## src/rtl/gbuff_pkg.sv

```systemverilog
// Shared definitions for global-buffer users: default geometry and the
// read-streamer state encoding.
package gbuff_pkg;

    localparam int GB_ADDR_BITS = 8;
    localparam int GB_DATA_BITS = 8;

    typedef enum logic [1:0] {
        IDLE  = 2'd0,
        RUN   = 2'd1,
        DRAIN = 2'd2,
        DONE  = 2'd3
    } gb_state_e;

endpackage

```

## src/rtl/gbuff_sync_fifo.sv

```systemverilog
// Small synchronous FIFO with registered storage; the head entry is presented
// combinationally from the storage registers.
module gbuff_sync_fifo #(
    parameter int WIDTH = 9,
    parameter int DEPTH = 2,
    localparam int PTR_W = $clog2(DEPTH),
    localparam int CNT_W = $clog2(DEPTH) + 1
) (
    input  logic             clk_i,
    input  logic             rst_i,
    input  logic             push_i,
    input  logic [WIDTH-1:0] wdata_i,
    input  logic             pop_i,
    output logic [WIDTH-1:0] rdata_o,
    output logic [CNT_W-1:0] count_o,
    output logic             full_o,
    output logic             empty_o
);

    logic [WIDTH-1:0] mem_q [DEPTH];
    logic [PTR_W-1:0] wr_ptr_q;
    logic [PTR_W-1:0] rd_ptr_q;
    logic [CNT_W-1:0] count_q;
    logic [CNT_W-1:0] count_d;
    logic             do_push;
    logic             do_pop;

    assign empty_o = (count_q == '0);
    assign full_o  = (count_q == CNT_W'(DEPTH));
    assign count_o = count_q;
    assign rdata_o = mem_q[rd_ptr_q];

    // A push into a full FIFO is accepted only when the head leaves in the same cycle.
    assign do_pop  = pop_i & ~empty_o;
    assign do_push = push_i & (~full_o | do_pop);

    always_comb begin
        count_d = count_q;
        case ({do_push, do_pop})
            2'b10:   count_d = count_q + 1'b1;
            2'b01:   count_d = count_q - 1'b1;
            default: count_d = count_q;
        endcase
    end

    always_ff @(posedge clk_i or negedge rst_i) begin
        if (!rst_i) begin
            for (int i = 0; i < DEPTH; i++) begin
                mem_q[i] <= '0;
            end
            wr_ptr_q <= '0;
            rd_ptr_q <= '0;
            count_q  <= '0;
        end else begin
            if (do_push) begin
                mem_q[wr_ptr_q] <= wdata_i;
                wr_ptr_q        <= wr_ptr_q + 1'b1;
            end
            if (do_pop) begin
                rd_ptr_q <= rd_ptr_q + 1'b1;
            end
            count_q <= count_d;
        end
    end

endmodule

```

## src/rtl/gbuff_rd_streamer.sv

```systemverilog
// Burst read master for one global buffer: issues sequential indices, absorbs the
// buffer's one-cycle read latency and emits the words as a valid/ready stream.
module gbuff_rd_streamer
    import gbuff_pkg::*;
#(
    parameter int ADDR_BITS  = GB_ADDR_BITS,
    parameter int DATA_BITS  = GB_DATA_BITS,
    parameter int FIFO_DEPTH = 2
) (
    input  logic                 clk_i,
    input  logic                 rst_i,
    input  logic                 cmd_valid_i,
    output logic                 cmd_ready_o,
    input  logic [ADDR_BITS-1:0] cmd_base_i,
    input  logic [ADDR_BITS:0]   cmd_len_i,
    output logic                 gb_wr_en_o,
    output logic [ADDR_BITS-1:0] gb_index_o,
    input  logic [DATA_BITS-1:0] gb_data_i,
    output logic                 out_valid_o,
    input  logic                 out_ready_i,
    output logic [DATA_BITS-1:0] out_data_o,
    output logic                 out_last_o,
    output logic                 busy_o,
    output logic                 done_o
);

    localparam int CNT_W = $clog2(FIFO_DEPTH) + 1;
    localparam int LEN_W = ADDR_BITS + 1;

    gb_state_e            state_q, state_d;
    logic [LEN_W-1:0]     len_q, len_d;
    logic [LEN_W-1:0]     issued_q, issued_d;
    logic [LEN_W-1:0]     pushed_q, pushed_d;
    logic [ADDR_BITS-1:0] rd_addr_q, rd_addr_d;
    logic [ADDR_BITS-1:0] idx_hold_q;
    logic                 rd_pend_q;

    logic                 issue;
    logic                 pop;
    logic                 can_issue;
    logic                 drain_clear;
    logic                 push_last;
    logic [CNT_W-1:0]     fifo_count;
    logic                 fifo_full;
    logic                 fifo_empty;
    logic [DATA_BITS:0]   fifo_rdata;
    logic [CNT_W:0]       occ;
    logic [CNT_W:0]       limit;

    assign pop = out_valid_o & out_ready_i;

    // Credit: words in the FIFO plus the read in flight, less the word leaving now,
    // must leave room for one more so the pending read can never overflow.
    assign occ       = {1'b0, fifo_count} + {{CNT_W{1'b0}}, rd_pend_q};
    assign limit     = (CNT_W + 1)'(FIFO_DEPTH) + {{CNT_W{1'b0}}, pop};
    assign can_issue = (~fifo_full | pop) & (occ < limit);

    // Finish once the FIFO will be empty after this cycle and nothing is in flight.
    assign drain_clear = ~rd_pend_q &
                         (fifo_empty | ((fifo_count == CNT_W'(1)) & pop));

    always_comb begin
        state_d   = state_q;
        len_d     = len_q;
        rd_addr_d = rd_addr_q;
        issued_d  = issued_q;
        issue     = 1'b0;
        case (state_q)
            IDLE: begin
                if (cmd_valid_i) begin
                    len_d     = cmd_len_i;
                    rd_addr_d = cmd_base_i;
                    issued_d  = '0;
                    state_d   = (cmd_len_i == '0) ? DONE : RUN;
                end
            end
            RUN: begin
                issue = can_issue;
                if (can_issue) begin
                    rd_addr_d = rd_addr_q + 1'b1;
                    issued_d  = issued_q + 1'b1;
                    if (issued_q + LEN_W'(1) == len_q) begin
                        state_d = DRAIN;
                    end
                end
            end
            DRAIN: begin
                if (drain_clear) begin
                    state_d = DONE;
                end
            end
            DONE: begin
                state_d = IDLE;
            end
            default: begin
                state_d = IDLE;
            end
        endcase
    end

    always_comb begin
        pushed_d = pushed_q;
        if (state_q == IDLE) begin
            pushed_d = '0;
        end else if (rd_pend_q) begin
            pushed_d = pushed_q + 1'b1;
        end
    end

    assign push_last = (pushed_q == len_q - LEN_W'(1));

    always_ff @(posedge clk_i or negedge rst_i) begin
        if (!rst_i) begin
            state_q    <= IDLE;
            len_q      <= '0;
            issued_q   <= '0;
            pushed_q   <= '0;
            rd_addr_q  <= '0;
            idx_hold_q <= '0;
            rd_pend_q  <= 1'b0;
        end else begin
            state_q    <= state_d;
            len_q      <= len_d;
            issued_q   <= issued_d;
            pushed_q   <= pushed_d;
            rd_addr_q  <= rd_addr_d;
            idx_hold_q <= gb_index_o;
            rd_pend_q  <= issue;
        end
    end

    gbuff_sync_fifo #(
        .WIDTH (DATA_BITS + 1),
        .DEPTH (FIFO_DEPTH)
    ) u_fifo (
        .clk_i   (clk_i),
        .rst_i   (rst_i),
        .push_i  (rd_pend_q),
        .wdata_i ({push_last, gb_data_i}),
        .pop_i   (pop),
        .rdata_o (fifo_rdata),
        .count_o (fifo_count),
        .full_o  (fifo_full),
        .empty_o (fifo_empty)
    );

    assign cmd_ready_o = (state_q == IDLE);
    assign busy_o      = (state_q != IDLE);
    assign done_o      = (state_q == DONE);
    assign gb_wr_en_o  = 1'b0;
    assign gb_index_o  = issue ? rd_addr_q : idx_hold_q;
    assign out_valid_o = ~fifo_empty;
    assign out_data_o  = fifo_rdata[DATA_BITS-1:0];
    assign out_last_o  = fifo_rdata[DATA_BITS] & ~fifo_empty;

endmodule

```

## config.mk

```make
export PLATFORM = sky130hd
export DESIGN_NAME = gbuff_rd_streamer
export DESIGN_NICKNAME = d
export VERILOG_FILES = /design/src/rtl/gbuff_pkg.sv /design/src/rtl/gbuff_sync_fifo.sv /design/src/rtl/gbuff_rd_streamer.sv
export SDC_FILE = /design/constraint.sdc
export NUM_CORES = 1
export LEC_CHECK = 0
export CORE_MARGIN = 2
export CORE_UTILIZATION = 50
export CTS_BUF_LIST = sky130_fd_sc_hd__clkbuf_4 sky130_fd_sc_hd__clkbuf_8
export CTS_CLUSTER_DIAMETER = 40
export CTS_CLUSTER_SIZE = 14
export DETAILED_ROUTE_END_ITERATION = 10
export GPL_ROUTABILITY_DRIVEN = 0
export GPL_TIMING_DRIVEN = 1
export MAX_ROUTING_LAYER = met4
export PLACE_DENSITY = 0.76
export SYNTH_ARGS = -nofsm -noshare
export SYNTH_HDL_FRONTEND = slang
export SYNTH_SLANG_ARGS = --single-unit
```

## constraint.sdc

```tcl
create_clock -name clk_i -period 2.55 [get_ports clk_i]
set_input_delay 0.255 -clock clk_i [delete_from_list [all_inputs] [get_ports clk_i]]
set_output_delay 0.255 -clock clk_i [all_outputs]
set_load 0.005 [all_outputs]
```

==> flow_summary_export.csv <==
group,metric,value,unit
power,p_per_area,1216,nW/um2
clock_tree,path_clk_slew,0.08,ns
timing,timing.fmax,0.3990,GHz
cells_and_area,drive_above_1_share,25.88,%
floorplan,die_h,92.43,um
floorplan,fp.dieW,92.43,um
timing,worstMarginPinSlew,0.7713,ns
critical_path,rr_worst_depth,7,
grt,grt_pass1_wl,14.66,mm
cells_and_area,final_nets,494,
cells_and_area,mostFrequentLayoutCell,"dfrtp_1",
synthesis,syn-num-nets,425,
timing,finalSetupViolations,0,
critical_path,regToRegEndpoint,"state_q[1]$_DFFE_PN0P_",
cells_and_area,area_delta_synth_final,26.40,%
route,num_vias,3127,
route,firstDrtPassIters,4,
synthesis,ys.warnings.count,0,
placement,dpl.hpwl,6.086,mm
power,p_leak,2.110,nW
critical_path,crit_arrival,2.25,ns
synthesis,syn_avg_cell_area,10.24,um2
placement,place_ws,0.08106,ns
grt,antenna_found_initial,0,
clock_tree,cts_buffer_depth,2,
critical_path,crit_required,2.30,ns
synthesis,synthFlopType,"dfrtp_1",
clock_tree,cts_sinks,68,
route,drt-total-wl,8.720,mm
route,via_per_inst,5.604,
clock_tree,tritoncts,"done",
route,drt_drc_violations_left,0,
grt,overflow,0,
timing,finalHoldViolCount,0,
clock_tree,h-tree-depth,3,
clock_tree,clk_latency,0.35,ns
synthesis,ys_seq_area_share,43.52,%
grt,grt_max_degree,38,
grt,grt.met3_usage,3.417,%
clock_tree,cts_root_buf,"clkbuf_8",
grt,track_usage,21.91,%
hold_path,min_to,"idx_hold_q[7]$_DFF_PN0_",
critical_path,cp_max_fo,5,
cells_and_area,fill_cells,596,
critical_path,r2r_slack,0.14,ns
timing,rsz0062_at_grt,"true",
cells_and_area,final_cell_mix,"dfrtp_1, clkdlybuf4s50_1, mux2_2",
cells_and_area,antenna_cells,0,
grt,grt-busiest-layer,"met2",
synthesis,postSynthCellCount,382,
floorplan,ios,51,
floorplan,start_util,51.13,%
synthesis,syn_area,3910,um2
timing,max_slew_margin,48.58,%
floorplan,rows,32,
critical_path,endpoint_kind,"output pin",
placement,place.port_buffers,49,
hold_path,holdPathStages,1,
timing,layout_worst_path_cycle_share,98.28,%
critical_path,r2r_start,"issued_q[0]$_DFFE_PN0P_",
synthesis,synth_top_cell_area_share,43.52,%
grt,met2_usage,34.31,%
timing,setup_slack,0.04395,ns
route,antenna_left,0,
power,total_power,0.006012,W
run_status,outcome,"completed",
timing,fin_skew,0.008159,ns
synthesis,synth_cell_types,53,
critical_path,worstSetupPathType,"register to output pin",
route,drt_first_iter_violations,176,
synthesis,synth-seq-cells,68,
route,wire_per_inst,15.63,um
synthesis,synth_edf_count,0,
power,ir_drop,0.6493,mV
grt,grtUsageMet1,28.97,%
hold_path,hp-start,"idx_hold_q[7]$_DFF_PN0_",
grt,first_global_vias,3096,
floorplan,core,7647,um2
hold_path,hold_class,"register to register",
synthesis,yosys.area.top_type,"dfrtp_1",
floorplan,die_area,8543,um2
clock_tree,cts_buffers,9,
timing,drv_slew,0,
synthesis,synth.area.top_cells,"dfrtp_1, mux2_2, xnor2_1",
flow_run,cap_violations,0,
synthesis,async_reset_ff_share,100.0,%
timing,period_needed,2.506,ns
critical_path,cp-start-kind,"register",
==> cell type report <==
| type | count | area, um2 | area share [%] |
|---|---|---|---|
| clock buffers | 11 | 151.4 | 3.063 |
| clock inverters | 5 | 60.06 | 1.215 |
| inverters | 12 | 45.04 | 0.9114 |
| multi-input cells | 282 | 2140 | 43.29 |
| flip-flops and latches | 68 | 1703 | 34.46 |
| well taps | 102 | 127.6 | 2.582 |
| repair buffers | 78 | 715.7 | 14.48 |
==> power by group <==
part | leakage [nW] | total [W] | internal [W] | switching [W]
Clock | 0.106 | 0.000932 | 0.000506 | 0.000425
Sequential | 0.833 | 0.00193 | 0.00150 | 0.000433
Combinational | 1.17 | 0.00315 | 0.00176 | 0.00139
==> worst max-delay path, stage by stage (launching register included) <==
cell and delay (ns):
dfrtp_1 0.40, ha_2 0.19, ha_4 0.25, nor2_4 0.08, a21oi_2 0.05, nor3_2 0.20
buf_4 0.20, buf_6 0.11, mux2_4 0.29, buf_2 0.13
==> cells by family (layout without fill, tap and decap cells) <==
group	count (synthesis)	count (layout)	synth area share [%]
compound gates	74	74	12.22
xor+xnor	35	35	7.840
fa+ha+maj	15	15	4.736
buf+inv	32	106	3.744
flops	68	68	43.52
mux	47	47	13.34
other cells	1	1	0.09591
simple gates	110	110	14.50
==> flip-flops by register name, summed over array words and instances (netlist names), 2 cells and up <==
| name | count |
|---|---|
| u_fifo.mem_q | 18 |
| issued_q | 9 |
| len_q | 9 |
| pushed_q | 9 |
| idx_hold_q | 8 |
| rd_addr_q | 8 |
| state_q | 2 |
| u_fifo.count_o | 2 |
==> per-layer routing <==
layer / up-vias / share of wire, %
li1: 1499 / -
met1: 1538 / 45
met2: 79 / 49
met3: 11 / 4.0
met4: 0 / 1.4
met5: - / 0
==> worst max path at each step <==
stage / from / to / cells after the start
final: u_fifo.count_o[0]$_DFFE_PN0P_ / gb_index_o[3] / 9
after global routing: u_fifo.count_o[0]$_DFFE_PN0P_ / gb_index_o[2] / 9
after CTS: u_fifo.count_o[0]$_DFFE_PN0P_ / gb_index_o[2] / 9
after detailed placement: out_ready_i / gb_index_o[4] / 7
after global placement: out_ready_i / gb_index_o[0] / 7
after floorplan: issued_q[0]$_DFFE_PN0P_ / state_q[1]$_DFFE_PN0P_ / 7
==> synthesized netlist by cell type (all sizes together), types with 3 or more instances <==
| cell type | count |
|---|---|
| dfrtp | 68 |
| mux2 | 41 |
| o21ai | 30 |
| nand2 | 26 |
| nor2 | 24 |
| xnor2 | 21 |
| clkbuf | 16 |
| a21oi | 14 |
| ha | 14 |
| xor2 | 14 |
| inv | 12 |
| nand3 | 10 |
| nand4 | 10 |
| and3 | 7 |
| nor3 | 7 |
| mux2i | 6 |
| o22ai | 6 |
| or3 | 5 |
| buf | 4 |
| nor2b | 4 |
| nor4 | 4 |
| o31ai | 4 |
| or2 | 4 |
| nand2b | 3 |
==> what timing repair did <==
action / CTS / global route
setup endpoints to repair: 8 / 9
resized for setup: 44 / 13
buffers inserted: 7 / 4
cloned: 0 / 0
pin swaps: 3 / 5
hold buffers: 1 / 0
hold endpoints to repair: 31 / 0
==> per-stage QoR <==
| stage | hold WS (ns) | area, um2 | setup TNS, ns | instances | util (%) |
|---|---|---|---|---|---|
| 6_report | 0.5008 | 4942 | 0 | 558 | 64.63 |
| 5_1_grt | 0.5050 | 4942 | -0.1874 | 558 | 64.63 |
| 4_1_cts | 0.4956 | 4870 | 0 | 554 | 63.68 |
| 3_5_place_dp | 0.3641 | 4562 | 0 | 530 | 59.65 |
| 3_3_place_gp | 0.3552 | 4562 | 0 | 530 | 59.65 |
| 2_1_floorplan | -0.04059 | 3910 | 0 | 382 | - |
Note: power is estimated with default switching activity, not from simulation.
